## config.mk

```make
export PLATFORM = sky130hd
export DESIGN_NAME = param_locker
export DESIGN_NICKNAME = d
export VERILOG_FILES = /design/src/rtl/param_locker.sv
export SDC_FILE = /design/constraint.sdc
export NUM_CORES = 1
export LEC_CHECK = 0
export ABC_AREA = 0
export CAP_MARGIN = 0
export CORE_MARGIN = 3
export CORE_UTILIZATION = 65
export DETAILED_ROUTE_END_ITERATION = 12
export DONT_BUFFER_PORTS = 1
export PLACE_DENSITY = 0.84
export SLEW_MARGIN = 25
export SYNTH_ARGS = -nofsm -noshare
export SYNTH_HDL_FRONTEND = slang
export SYNTH_SLANG_ARGS = --single-unit
```

## constraint.sdc

```tcl
create_clock -name clk -period 4.22 [get_ports clk]
set_input_delay 1.266 -clock clk [delete_from_list [all_inputs] [get_ports clk]]
set_output_delay 1.266 -clock clk [all_outputs]
set_load 0.01 [all_outputs]
```

## src/rtl/param_locker.sv

```systemverilog
// Digit-entry code lock with retry limit and timed lockout.
// Optional macro LOCKER_CODE_CHANGE_EN adds the PROGRAM state and a writable code register.
module param_locker #(
    parameter int DIGITS      = 4,
    parameter int DIGIT_W     = 4,
    parameter int MAX_TRIES   = 3,
    parameter int LOCK_CYCLES = 16,
    parameter logic [DIGITS*DIGIT_W-1:0] DEFAULT_CODE = 16'h1234
) (
    input  logic                             clk,
    input  logic                             reset,
    input  logic                             submit,
    input  logic [DIGIT_W-1:0]               digit_in,
    input  logic                             clear,
    input  logic                             relock,
    input  logic                             set_code,
    output logic                             unlocked,
    output logic                             locked,
    output logic [$clog2(MAX_TRIES+1)-1:0]   attempts_left,
    output logic                             bad_code,
    output logic [$clog2(DIGITS+1)-1:0]      digit_cnt
);
    localparam int CODE_W = DIGITS * DIGIT_W;
    localparam int AW     = $clog2(MAX_TRIES + 1);
    localparam int CW     = $clog2(DIGITS + 1);
    localparam int TW     = $clog2(LOCK_CYCLES + 1);

    typedef enum logic [1:0] {
        IDLE     = 2'd0,
        UNLOCKED = 2'd1,
        PROGRAM  = 2'd2,
        LOCKOUT  = 2'd3
    } state_t;

    state_t              state_reg, state_next;
    logic [CODE_W-1:0]   entry_reg, entry_next;
    logic [CW-1:0]       cnt_reg, cnt_next;
    logic [AW-1:0]       att_reg, att_next;
    logic [TW-1:0]       timer_reg, timer_next;
    logic                bad_reg, bad_next;
    logic                submit_prev_reg;
    logic                unlocked_reg;
    logic                locked_reg;
    logic [CODE_W-1:0]   code_cur;
    logic [CODE_W-1:0]   entry_shift;
    logic                accept;
    logic                last_digit;

    assign accept      = submit & ~submit_prev_reg;
    // Oldest digit ends up in the most significant position.
    assign entry_shift = CODE_W'({entry_reg, digit_in});
    assign last_digit  = (cnt_reg == CW'(DIGITS - 1));

`ifdef LOCKER_CODE_CHANGE_EN
    logic [CODE_W-1:0] code_reg, code_next;
    assign code_cur = code_reg;
`else
    logic unused_set_code;
    assign unused_set_code = set_code;
    assign code_cur        = DEFAULT_CODE;
`endif

    always_comb begin
        state_next = state_reg;
        entry_next = entry_reg;
        cnt_next   = cnt_reg;
        att_next   = att_reg;
        timer_next = timer_reg;
        bad_next   = 1'b0;
`ifdef LOCKER_CODE_CHANGE_EN
        code_next  = code_reg;
`endif
        case (state_reg)
            IDLE: begin
                if (clear) begin
                    cnt_next = '0;
                end else if (accept) begin
                    entry_next = entry_shift;
                    if (last_digit) begin
                        cnt_next = '0;
                        if (entry_shift == code_cur) begin
                            state_next = UNLOCKED;
                            att_next   = AW'(MAX_TRIES);
                        end else begin
                            bad_next = 1'b1;
                            if (att_reg > AW'(1)) begin
                                att_next = att_reg - AW'(1);
                            end else begin
                                att_next   = '0;
                                state_next = LOCKOUT;
                                timer_next = TW'(LOCK_CYCLES);
                            end
                        end
                    end else begin
                        cnt_next = cnt_reg + CW'(1);
                    end
                end
            end
            UNLOCKED: begin
                if (relock) begin
                    state_next = IDLE;
                    cnt_next   = '0;
`ifdef LOCKER_CODE_CHANGE_EN
                end else if (set_code) begin
                    state_next = PROGRAM;
                    cnt_next   = '0;
`endif
                end
            end
`ifdef LOCKER_CODE_CHANGE_EN
            PROGRAM: begin
                if (relock) begin
                    state_next = IDLE;
                    cnt_next   = '0;
                end else if (clear) begin
                    cnt_next = '0;
                end else if (accept) begin
                    entry_next = entry_shift;
                    if (last_digit) begin
                        code_next  = entry_shift;
                        state_next = UNLOCKED;
                        cnt_next   = '0;
                    end else begin
                        cnt_next = cnt_reg + CW'(1);
                    end
                end
            end
`endif
            LOCKOUT: begin
                // Leaving on the edge where the timer would hit zero keeps locked high for exactly LOCK_CYCLES cycles.
                if (timer_reg <= TW'(1)) begin
                    state_next = IDLE;
                    timer_next = '0;
                    att_next   = AW'(MAX_TRIES);
                end else begin
                    timer_next = timer_reg - TW'(1);
                end
            end
            default: begin
                state_next = IDLE;
                cnt_next   = '0;
            end
        endcase
    end

    always_ff @(posedge clk) begin
        if (!reset) begin
            state_reg       <= IDLE;
            entry_reg       <= '0;
            cnt_reg         <= '0;
            att_reg         <= AW'(MAX_TRIES);
            timer_reg       <= '0;
            bad_reg         <= 1'b0;
            submit_prev_reg <= 1'b0;
            unlocked_reg    <= 1'b0;
            locked_reg      <= 1'b0;
        end else begin
            state_reg       <= state_next;
            entry_reg       <= entry_next;
            cnt_reg         <= cnt_next;
            att_reg         <= att_next;
            timer_reg       <= timer_next;
            bad_reg         <= bad_next;
            submit_prev_reg <= submit;
            unlocked_reg    <= (state_next == UNLOCKED) || (state_next == PROGRAM);
            locked_reg      <= (state_next == LOCKOUT);
        end
    end

`ifdef LOCKER_CODE_CHANGE_EN
    always_ff @(posedge clk) begin
        if (!reset) begin
            code_reg <= DEFAULT_CODE;
        end else begin
            code_reg <= code_next;
        end
    end
`endif

    assign unlocked      = unlocked_reg;
    assign locked        = locked_reg;
    assign attempts_left = att_reg;
    assign bad_code      = bad_reg;
    assign digit_cnt     = cnt_reg;

endmodule

```

Word level (Yosys, flattened, before mapping)
Index checks and enable logic that the tools add are counted.
{"block": "word_totals", "memories": 0, "rom_bits": 0, "wordCells": 73, "latchBits": 0, "ff_bits": 28, "out_inout_bits": 8, "inputBits": 10, "ramBits": 0}
{"block": "classes", "reduce_logical": 8, "bitwise_logic": 8, "n_mux": 28, "n_shift": 0, "mul": 0, "div": 0, "eq_ne": 15, "add_sub_neg": 3, "order_cmp": 2}
{"cell": "5-bit 2-to-1 mux", "count": 6}
{"cell": "2-bit 2-to-1 mux", "count": 13}
{"cell": "16-bit by 13-bit equality test with 1-bit output, second input constant", "count": 1}
{"cell": "2-bit != test, second input constant", "count": 7}
{"cell": "3-bit 2-to-1 mux", "count": 4}
{"cell": "5-bit one-hot mux with 2 select lines", "count": 1}
{"cell": "3-bit one-hot mux with 3 select lines", "count": 1}
{"cell": "1-bit inverter", "count": 7}
{"cell": "2-bit equality test, second input constant", "count": 3}
{"cell": "2-bit one-hot mux with 3 select lines", "count": 1}
{"cell": "3-bit AND reduction", "count": 2}
{"cell": "6-bit AND reduction", "count": 1}
{"cell": "5-bit by 1-bit less-or-equal comparator with 1-bit output, second input constant", "count": 1}
{"cell": "5-bit AND reduction", "count": 1}
{"cell": "5-bit OR reduction", "count": 1}
{"cell": "5-bit by 1-bit subtractor with 5-bit output, second input constant", "count": 1}
{"cell": "2-bit by 1-bit equality test with 1-bit output, second input constant", "count": 2}
{"cell": "2-bit one-hot mux with 2 select lines", "count": 1}
{"cell": "3-bit by 1-bit adder with 3-bit output, second input constant", "count": 1}
{"cell": "3-bit by 2-bit equality test with 1-bit output, second input constant", "count": 1}
{"cell": "3-bit != test, second input constant", "count": 1}
{"cell": "2-bit by 1-bit > comparator with 1-bit output, second input constant", "count": 1}
{"cell": "2-bit logical NOT", "count": 1}
{"cell": "2-bit nonzero test", "count": 1}
{"cell": "4 further kinds", "count": 4}

Depth between registers and ports, before layout
{"block": "logic_depth", "ltp_word": 9, "mapped_depth": 7, "mapped_depth_nobuf": 7}

Least setup slack after synthesis
No wires, ideal clock.
{"block": "synth_path", "path_kind": "in2reg", "from": "input port clear", "to": "register unlocked_reg, in the netlist unlocked", "required_time_ps": 4105, "stages": 6, "setup_ps": 115, "t_arrival_ps": 2713, "path_slack_ps": 1392, "n_path_buf": 1, "cell_sequence": "or3_4 -> or3_1 -> buf_6 -> o31ai_4 -> ha_1 -> and2_1"}
{"block": "synth_between", "elab_chain_cells": 4, "word_cells_on_any_way": 5, "cone_classes": "2 x eq/ne; 2 x mux; 1 x reduce/logical"}
{"element": "start, declared", "line": "14", "source": "input logic clear,"}
{"element": "2-bit 2-to-1 mux (*)", "line": "75", "source": "if (clear) begin"}
{"element": "2-bit one-hot mux with 3 select lines (*)", "line": "73", "source": "case (state_reg)"}
{"element": "named net state_next[1]", "line": "35", "source": "state_t state_reg, state_next;"}
{"element": "2-bit by 1-bit equality test with 1-bit output / 2-bit equality test (equally long branches)", "line": "165", "source": "unlocked_reg <= (state_next == UNLOCKED) || (state_next == PROGRAM);"}
{"element": "1-bit logical OR (*)", "line": "165"}
{"element": "end signal, assigned", "line": "165"}
{"element": "end, declared", "line": "42", "source": "logic unlocked_reg;"}
The timed path passes the listed nets; every way through them passes the cells marked *.
A chain may end at the register's enable or synchronous reset.

Worst setup path after layout
Ends and elaborated chain as after synthesis.

==> summary.txt <==
Cells and area
  • Max reg flops: 12
  • Ant. Diodes: 0
  • Area grow syn2layout: 4.171%
  • Layout cells sized above 1: 7.143%
  • Layout Nets: about 160

STA
  • Max-slew violations: 0
  • Fin Setup TNS: 0 ps
  • # setup viols final: 0
  • RSZ-0062 raised after global routing: no
  • Final hold slack: 483.5 ps
  • Hold Fails Final Rpt: 0
  • Fmax: roughly 390 MHz
  • Layout Skew: 1.316 ps
  • Worst slew pin tran: between 700 and 800 ps
  • Final period utilization: 60.52%
  • Slew headroom: ~51%
  • Final min period: 2554 ps

Yosys
  • Synth Register Bits: 28
  • Syn Nets: between 150 and 200
  • Synth warn: 0
  • Post-synthesis sequential area ratio: 43.45%
  • Post-synthesis mux area share: 0.7759%
  • Netlist cell types: 42
  • Post-synth EDFFs: 0
  • Largest family of logic cells by synthesized area: simple AND/OR/NAND/NOR gates
  • Synth Cell Area: 1290 µm²
  • Compound-Gate Fraction of Synth Area: 23.08%
  • Simple-Gate Fraction of Synth Area: around 25%
  • Top FF cell, synth: dfxtp_1
  • Xor and xnor area share after synthesis: 0%
  • Avg Cell Area, Syn: 9.084 µm²
  • Cell count after synthesis: ~140
  • Fraction of registers with async set/reset: 0%
  • Adder-cell share of the synthesized area: 3.880%

Route
  • Number of routed nets with antenna violations: 0
  • Routed WL per cell: 13.94 µm
  • First DRT Iteration DRCs: 23
  • First-pass DRT Iterations: 4
  • Vias: 972
  • Total Routed Length: 2.300 mm
  • Via density: a little under 6
  • DRC: 0

Setup path
  • Worst setup endpoint: unlocked
  • CP arrival: between 2000 and 3000 ps
  • Worst reg2reg path depth: 5
  • Crit path capture type: register
  • Reg-to-Reg End: unlocked
  • CP required: around 4500 ps
  • Slowest cell delay on critical path: 510 ps
  • Worst R2R Start: state_reg[1]
  • Crit-path cells: or3_4 > or3_1 > o31ai_4 > ha_1 > and2_1
  • Max FO, Critical Path: 7
  • R2r setup slk: 2110 ps
  • Critical path startpoint category: primary input
  • Setup crit start: clear
  • Critical path class: primary input to register
  • Worst path slowest cell: or3_1

Clock tree
  • Setup repair bufs after CTS: 0
  • Post-CTS Hold Buffers: 0
  • Root Driver: clkbuf_4
  • H-Tree Depth: 1
  • Post-CTS sizing: 0
  • Clk pin slew, worst setup/hold paths: 140 ps
  • Clock network latency to the later pin of the worst-skew pair: about 310 ps
  • Clk buf depth: 2
  • TritonCTS clock tree: built
  • Sink Count: 28
  • CTS Buf Count: 3

Placement
  • HPWL Detailed: approximately 1.7 mm
  • I/O Buffers: 0
  • GP Congestion: between 0.8 and 0.9

Run status
  • Status: completed

Floorplan
  • Row cnt: 15
  • Initial Util: between 70% and 80%
  • # IOs: 18
  • Die Ht: 50.55 µm
  • Total die area: between 2000 and 3000 µm²
  • Die Width: 50.55 µm
  • Core area: 1802 µm²

Hold path
  • Hold Crit Class: register to register
  • Hold Crit Start: entry_reg[8]

Power
  • VDD IR max: 220.9 µV
  • Final Power: 0.4575 mW
  • P_leak: 0.5206 nW
  • Power Density: 340.5 nW/µm²

Run
  • Max-cap violations: 0

GRT
  • Grt total ovfl: 0
  • Initial antenna violation count: 0
  • First-pass GRT wire length: 3.933 mm
  • Global Route Usage Sum: 20.16%
  • Largest net degree at the start of global routing: 32
  • Vias in the first global route: 934
Yosys cell counts (3+ instances only):
master | instances | area, µm²
a21oi_1 | 3 | 15.01
nor3_1 | 4 | 20.02
clkbuf_1 | 5 | 18.77
ha_1 | 4 | 50.05
nand2b_1 | 4 | 25.02
and2_1 | 6 | 37.54
dfxtp_1 | 28 | 560.5
nand2_1 | 27 | 101.4
a21boi_0 | 13 | 97.59
o211ai_1 | 3 | 22.52
inv_1 | 5 | 18.77
worst min path at each step:
stage | end | slack, ps | cells past startpoint
floorplan | entry_reg[8] | 440 | 2
global placement | entry_reg[8] | 450 | 2
detailed placement | entry_reg[8] | 460 | 2
CTS | entry_reg[8] | 480 | 2
global route | entry_reg[0] | 510 | 2
finish | entry_reg[8] | 480 | 2
cell type report:
class | instances | area [µm²]
Fill cell | 136 | 457.9
Multi-Input combinational cell | 103 | 680.7
Sequential cell | 28 | 560.5
Inverter | 5 | 18.77
Clock inverter | 1 | 30.03
Tap cell | 25 | 31.28
Clock buffer | 3 | 22.52
layer usage:
metal,GRT usage [%],vias to the layer above,routed length [µm],part of all wire [%]
li1,-,505,-,-
met1,23.93,439,1088,47
met2,36.30,26,1094,48
met3,3.561,2,106,4.6
met4,6.726,0,10,0.43
met5,0,-,0,0
worst max-delay path, delay by kind of cell:
kind                     cells  cell delay, ps
adder cells (fa/ha/maj)      1             260
AND/OR/NAND/NOR              3            1000
AO/OA/AOI/OAI                1             260
power by group:
part	leakage, nW	switching (mW)	internal, mW
clock network	0.0279	0.0734	0.0960
logic	0.266	0.00861	0.00813
registers	0.227	0.00326	0.268
total	0.521	0.0853	0.372
cell families after synthesis:
| logic type | after synthesis |
|---|---|
| muxes | 1 |
| buffers and inverters | 11 |
| adders and majority gates | 4 |
| and+or+nand+nor | 60 |
| DFF | 28 |
| AOI/OAI and AO/OA | 38 |
layout by cell type, fill, tap and decap left out, types with 3 or more instances in the layout:
cell	n
clkbuf_4	3
o211ai_1	3
nand2b_1	4
nand2_1	27
dfxtp_1	28
ha_1	4
nor3_1	4
a21boi_0	13
and2_1	6
inv_1	5
a21oi_1	3
stage by stage:
step | area, µm² | util [%] | instances | setup WS [ps]
2_1_floorplan | 1290 | - | 142 | 1392
3_3_place_gp | 1291 | 71.67 | 161 | 1334
3_5_place_dp | 1291 | 71.67 | 161 | 1317
4_1_cts | 1344 | 74.58 | 165 | 1679
5_1_grt | 1344 | 74.58 | 165 | 1615
6_report | 1344 | 74.58 | 165 | 1666
No activity file was read; power rests on OpenSTA's default activity.
